**src/rtl/ahb2apb_pkg.sv**
```systemverilog
// Shared types and constants for the AHB-Lite to APB bridge: state codes,
// AHB transfer encodings and the fixed three-slave APB address map.
package ahb2apb_pkg;

  typedef enum logic [3:0] {
    ST_IDLE     = 4'b0000,
    ST_WWAIT    = 4'b0001,
    ST_READ     = 4'b0010,
    ST_WRITE    = 4'b0011,
    ST_WRITEP   = 4'b0100,
    ST_RENABLE  = 4'b0101,
    ST_WENABLE  = 4'b0110,
    ST_WENABLEP = 4'b0111
  } state_t;

  localparam logic [1:0] HTRANS_IDLE   = 2'b00;
  localparam logic [1:0] HTRANS_BUSY   = 2'b01;
  localparam logic [1:0] HTRANS_NONSEQ = 2'b10;
  localparam logic [1:0] HTRANS_SEQ    = 2'b11;

  localparam logic [31:0] SLV0_BASE  = 32'h8000_0000;
  localparam logic [31:0] SLV0_LIMIT = 32'h83FF_FFFF;
  localparam logic [31:0] SLV1_BASE  = 32'h8400_0000;
  localparam logic [31:0] SLV1_LIMIT = 32'h87FF_FFFF;
  localparam logic [31:0] SLV2_BASE  = 32'h8800_0000;
  localparam logic [31:0] SLV2_LIMIT = 32'h8BFF_FFFF;

  // One-hot slave select; an address outside the map selects nobody.
  function automatic logic [2:0] decode_sel(input logic [31:0] addr);
    logic [2:0] sel;
    sel = 3'b000;
    if (addr >= SLV0_BASE && addr <= SLV0_LIMIT)      sel = 3'b001;
    else if (addr >= SLV1_BASE && addr <= SLV1_LIMIT) sel = 3'b010;
    else if (addr >= SLV2_BASE && addr <= SLV2_LIMIT) sel = 3'b100;
    return sel;
  endfunction

endpackage

```
**src/rtl/ahb_slave_if.sv**
```systemverilog
// AHB-side front end: address/data/direction pipeline registers, transfer
// qualification and slave select decode of the live address.
module ahb_slave_if
  import ahb2apb_pkg::*;
(
  input  logic        hclk,
  input  logic        hresetn,
  input  logic        hwrite,
  input  logic [1:0]  htrans,
  input  logic        hreadyin,
  input  logic [31:0] haddr,
  input  logic [31:0] hwdata,
  output logic        valid,
  output logic [2:0]  tempselx,
  output logic [31:0] haddr1,
  output logic [31:0] haddr2,
  output logic [31:0] hwdata1,
  output logic        hwrite_reg
);

  logic in_map;

  assign in_map   = (haddr >= SLV0_BASE) && (haddr <= SLV2_LIMIT);
  // htrans[1] is set only for NONSEQ/SEQ, so IDLE and BUSY never qualify.
  assign valid    = hreadyin && htrans[1] && in_map;
  assign tempselx = decode_sel(haddr);

  always_ff @(posedge hclk or negedge hresetn) begin
    if (!hresetn) begin
      haddr1     <= '0;
      haddr2     <= '0;
      hwdata1    <= '0;
      hwrite_reg <= 1'b0;
    end else begin
      haddr1     <= haddr;
      haddr2     <= haddr1;
      hwdata1    <= hwdata;
      hwrite_reg <= hwrite;
    end
  end

endmodule

```
**src/rtl/ahb2apb_bridge.sv**
```systemverilog
// AHB-Lite slave to APB master bridge: one two-phase APB transfer per AHB
// beat, with registered APB outputs loaded on entry to each FSM state.
module ahb2apb_bridge
  import ahb2apb_pkg::*;
(
  input  logic        hclk,
  input  logic        hresetn,
  input  logic        hwrite,
  input  logic [1:0]  htrans,
  input  logic [2:0]  hsize,
  input  logic [2:0]  hburst,
  input  logic        hreadyin,
  input  logic [31:0] haddr,
  input  logic [31:0] hwdata,
  input  logic [31:0] prdata,
  output logic [31:0] hrdata,
  output logic        hreadyout,
  output logic [1:0]  hresp,
  output logic [31:0] paddr,
  output logic [31:0] pwdata,
  output logic        pwrite,
  output logic        penable,
  output logic [2:0]  pselx,
  output logic [3:0]  states
);

  logic        valid;
  logic [2:0]  tempselx;
  logic [31:0] haddr1;
  logic [31:0] haddr2;
  logic [31:0] hwdata1;
  logic        hwrite_reg;

  state_t      state_reg, state_next;
  logic [31:0] paddr_reg, paddr_next;
  logic [31:0] pwdata_reg, pwdata_next;
  logic        pwrite_reg, pwrite_next;
  logic        penable_reg, penable_next;
  logic [2:0]  pselx_reg, pselx_next;
  logic        hreadyout_reg, hreadyout_next;
  logic [31:0] waddr;
  logic        unused_ok;

  ahb_slave_if u_ahb_slave_if (
    .hclk       (hclk),
    .hresetn    (hresetn),
    .hwrite     (hwrite),
    .htrans     (htrans),
    .hreadyin   (hreadyin),
    .haddr      (haddr),
    .hwdata     (hwdata),
    .valid      (valid),
    .tempselx   (tempselx),
    .haddr1     (haddr1),
    .haddr2     (haddr2),
    .hwdata1    (hwdata1),
    .hwrite_reg (hwrite_reg)
  );

  assign unused_ok = ^{hsize, hburst, hwdata1};

  always_comb begin
    state_next = state_reg;
    unique case (state_reg)
      ST_IDLE: begin
        if (valid && hwrite)       state_next = ST_WWAIT;
        else if (valid)            state_next = ST_READ;
        else                       state_next = ST_IDLE;
      end
      ST_WWAIT:    state_next = valid ? ST_WRITEP : ST_WRITE;
      ST_READ:     state_next = ST_RENABLE;
      ST_WRITE:    state_next = valid ? ST_WENABLEP : ST_WENABLE;
      ST_WRITEP:   state_next = ST_WENABLEP;
      ST_RENABLE,
      ST_WENABLE: begin
        if (valid && !hwrite)      state_next = ST_READ;
        else if (valid && hwrite)  state_next = ST_WWAIT;
        else                       state_next = ST_IDLE;
      end
      ST_WENABLEP: begin
        if (!hwrite_reg)           state_next = ST_READ;
        else if (valid)            state_next = ST_WRITEP;
        else                       state_next = ST_WRITE;
      end
      default:     state_next = ST_IDLE;
    endcase
  end

  // After a pipelined write phase the pending beat's address is two stages back.
  always_comb begin
    waddr          = (state_reg == ST_WENABLEP) ? haddr2 : haddr1;
    paddr_next     = paddr_reg;
    pwdata_next    = pwdata_reg;
    pwrite_next    = pwrite_reg;
    penable_next   = penable_reg;
    pselx_next     = pselx_reg;
    hreadyout_next = hreadyout_reg;
    unique case (state_next)
      ST_READ: begin
        paddr_next     = haddr;
        pselx_next     = tempselx;
        pwrite_next    = 1'b0;
        penable_next   = 1'b0;
        hreadyout_next = 1'b0;
      end
      ST_WRITE, ST_WRITEP: begin
        paddr_next     = waddr;
        pwdata_next    = hwdata;
        pwrite_next    = 1'b1;
        pselx_next     = decode_sel(waddr);
        penable_next   = 1'b0;
        hreadyout_next = 1'b0;
      end
      ST_RENABLE, ST_WENABLE, ST_WENABLEP: begin
        penable_next   = 1'b1;
        hreadyout_next = 1'b1;
      end
      default: begin
        pselx_next     = 3'b000;
        penable_next   = 1'b0;
        hreadyout_next = 1'b1;
      end
    endcase
  end

  always_ff @(posedge hclk or negedge hresetn) begin
    if (!hresetn) begin
      state_reg     <= ST_IDLE;
      paddr_reg     <= '0;
      pwdata_reg    <= '0;
      pwrite_reg    <= 1'b0;
      penable_reg   <= 1'b0;
      pselx_reg     <= 3'b000;
      hreadyout_reg <= 1'b1;
    end else begin
      state_reg     <= state_next;
      paddr_reg     <= paddr_next;
      pwdata_reg    <= pwdata_next;
      pwrite_reg    <= pwrite_next;
      penable_reg   <= penable_next;
      pselx_reg     <= pselx_next;
      hreadyout_reg <= hreadyout_next;
    end
  end

  assign hrdata    = prdata;
  assign hresp     = 2'b00;
  assign paddr     = paddr_reg;
  assign pwdata    = pwdata_reg;
  assign pwrite    = pwrite_reg;
  assign penable   = penable_reg;
  assign pselx     = pselx_reg;
  assign hreadyout = hreadyout_reg;
  assign states    = state_reg;

endmodule

```
**config.mk**
```make
export PLATFORM = sky130hd
export DESIGN_NAME = ahb2apb_bridge
export DESIGN_NICKNAME = d
export VERILOG_FILES = /design/src/rtl/ahb2apb_pkg.sv /design/src/rtl/ahb_slave_if.sv /design/src/rtl/ahb2apb_bridge.sv
export SDC_FILE = /design/constraint.sdc
export NUM_CORES = 1
export LEC_CHECK = 0
export BUFFER_PORTS_ARGS = -buffer_cell sky130_fd_sc_hd__buf_4
export CAP_MARGIN = 20
export CORE_MARGIN = 3
export CORE_UTILIZATION = 52
export DETAILED_ROUTE_END_ITERATION = 8
export MAX_ROUTING_LAYER = met4
export PLACE_DENSITY_LB_ADDON = 0.05
export SYNTH_ARGS = -nofsm -noshare
export SYNTH_HDL_FRONTEND = slang
export SYNTH_SLANG_ARGS = --single-unit
```
**constraint.sdc**
```tcl
create_clock -name hclk -period 5.2 [get_ports hclk]
set_clock_uncertainty 0.15 [all_clocks]
set_input_delay 1.04 -clock hclk [delete_from_list [all_inputs] [get_ports hclk]]
set_output_delay 1.04 -clock hclk [all_outputs]
set_load 0.02 [all_outputs]
```
==> flow_summary.json <==
{
  "cap_violations": 0,
  "wl_mm": 12.0,
  "fin_nets": 637,
  "coreArea_um2": 9910,
  "hold_viol": 0,
  "ys_seq_elements": 138,
  "r2r-start": "states[2]",
  "synth_mux_area_frac": 0.0750,
  "dieWidth_um": 107,
  "grt_pass1_vias": 3943,
  "slowest_delay_ns": 0.67,
  "die_area_um2": 11500,
  "vias": 3690,
  "power.density_nw_per_um2": 661,
  "final_max_slew_viol_count": 0,
  "ant_nets": 0,
  "clkTransAtPathRegs_ns": 0.06,
  "final_common_cell": "buf_4",
  "gr-total-overflow": 0,
  "worstHoldStart": "u_ahb_slave_if.haddr1[22]",
  "fmax_ghz": 0.314,
  "synth.cell_area_um2": 5350,
  "cts_tree": "built",
  "setup_tns_ns": 0,
  "setup_violations": 0,
  "cp_top_family": "simple AND/OR/NAND/NOR gates",
  "yosysSeqAreaShare": 0.645,
  "arrival_ns": 3.42,
  "insertion_delay_ns": 0.51,
  "antenna_found_initial": 0,
  "path_buf_inv": 2,
  "remaining_drc_errors": 0,
  "synth.area.top_cells": "dfrtp_1 (64%), mux2_2 (6.9%), a221o_1 (5.6%), buf_4 (4.9%), nand2_1 (4.6%)",
  "synthCells": 422,
  "start_util": 0.540,
  "areaGrowthSynthToFinish_pct": 30.2,
  "synth_top_area_share": 0.640,
  "start_kind": "input port",
  "status": "completed",
  "synthAdderAreaFrac": 0,
  "antenna_cells": 0,
  "drtIter0Drc": 298,
  "vias_per_cell": 5.47,
  "tightest_slew_ns": 1.04,
  "drt_pass1_iterations": 5,
  "cts_resized": 0,
  "layout-drive-gt1-share": 0.402,
  "yosys.area_share.simple": 0.0832,
  "cp_max_fo": 26,
  "netlist-cell-type-count": 42,
  "synth_top_family_by_area": "compound AO/OA/AOI/OAI gates",
  "io_buffer_count": 141,
  "clock_path_buffers": 2,
  "fin_crit_sh": 0.612,
  "crit_path_end_kind": "register",
  "required_ns": 5.44,
  "grt_pass1_wl_mm": 19.6,
  "dp_slack_ns": 1.39,
  "synth-xor-area-share": 0.00164,
  "fin_crit_ns": 3.18,
  "gp_congestion": 0.788,
  "synth_compound_area_frac": 0.119,
  "mostFrequentLayoutCells": "buf_4 (144), dfrtp_1 (137), nand2_1 (66)",
  "grt_max_degree": 104,
  "postLayoutSetupSlackWorst_ns": 2.02,
  "ys.flop_type": "dfrtp_1",
  "synth_top_cell_by_area": "dfrtp_1",
  "wl_per_cell_um": 17.9,
  "cts-htree-levels": 4,
  "grt_setup_unrepaired": "false",
  "p_total_mw": 4.61,
  "dieHeight_um": 107,
  "cts_setup_buffers": 0,
  "synth_edf_count": 0,
  "startpoint": "haddr[30]",
  "vdd_drop_max_v": 0.000440,
  "avgSynthCellArea_um2": 12.7,
  "nFillCells": 715,
  "cts_sinks": 138,
  "hpwl_mm": 7.46,
  "p_leak_nw": 3.30,
  "crit_path_top_delay_cell": "or4b_1",
  "async_reset_ff_frac": 1.00,
  "crit_chain": "buf_4 > or4b_1 > nor4b_4 > a21o_1 > o211ai_4 > buf_16 > a221o_2",
  "fin_area_um2": 6970,
  "ctsRootBufferMaster": "clkbuf_8",
  "io_pins": 216,
  "rows": 36,
  "synth-warning-count": 0,
  "final_core_util": 0.703,
  "hp-class": "reg2reg",
  "cts_buffers": 17,
  "slew_headroom": 0.306,
  "critPathKind": "in2reg",
  "dpl_cell_area_um2": 6270,
  "ctsHoldBuffers": 0,
  "grt_usage": 0.226
}
==> layer usage <==
layer	up-vias	share of wire	track usage
met5	-	0	-
met4	0	0.015	0.0757
met3	29	0.066	0.0564
met2	154	0.49	0.353
met1	1848	0.43	0.294
li1	1659	-	-
==> report_power, final <==
part	total [mW]	internal, mW	switching (mW)
Combinational	1.67	0.784	0.882
Sequential	1.59	1.38	0.207
Clock	1.35	0.917	0.437
==> area by class of cell <==
type                            count  area, um^2  area share
Sequential cell                   138        3450       0.496
Multi-Input combinational cell    222        1540       0.221
Timing Repair Buffer              146        1120       0.161
Clock buffer                       22         463      0.0664
Clock inverter                     10         211      0.0303
Tap cell                          133         166      0.0239
Inverter                            4        15.0     0.00215
==> cells in the mapped netlist (2+ instances only) <==
library cell,n
nor4b_1,2
nand2_1,66
and3_1,3
or3_1,2
nor2b_1,2
a221o_2,3
mux2i_1,3
o21ai_0,7
clkbuf_1,16
nand3_1,4
nor2_1,6
nand2b_1,3
buf_2,5
dfrtp_1,137
buf_4,35
inv_1,4
a21oi_1,36
a221o_1,30
mux2_2,33
buf_6,3
==> worst reg2reg max path, cell delays in order (launching register included) <==
cell	delay (ns)
dfrtp_1	0.67
nor2_1	0.21
o21ai_4	0.63
buf_4	0.57
o22ai_1	0.21
or3_1	0.33
==> final timing paths <==
kind | slack, ns | to | cells past startpoint
min in group asynchronous | 0.48 | paddr[19] | 1
worst min-delay path | 0.22 | u_ahb_slave_if.haddr2[22] | 0
worst min register to register | 0.22 | u_ahb_slave_if.haddr2[22] | 0
worst max register to register | 2.32 | states[0] | 5
worst max-delay path | 2.02 | paddr[12] | 7
max in group asynchronous | 3.41 | paddr[29] | 2
==> metrics by stage <==
step / cells / hold slack (ns)
2_1_floorplan: 424 / 0.204
3_3_place_gp: 642 / 0.205
3_5_place_dp: 642 / 0.208
4_1_cts: 674 / 0.217
5_1_grt: 675 / 0.227
6_report: 675 / 0.219
==> cell families after synthesis <==
kind of cell	count (synthesis)
compound gates	86
flops	138
simple gates	96
mux	36
other cells	1
xor+xnor	1
buf+inv	64
Power figures use the tool's default switching activity.
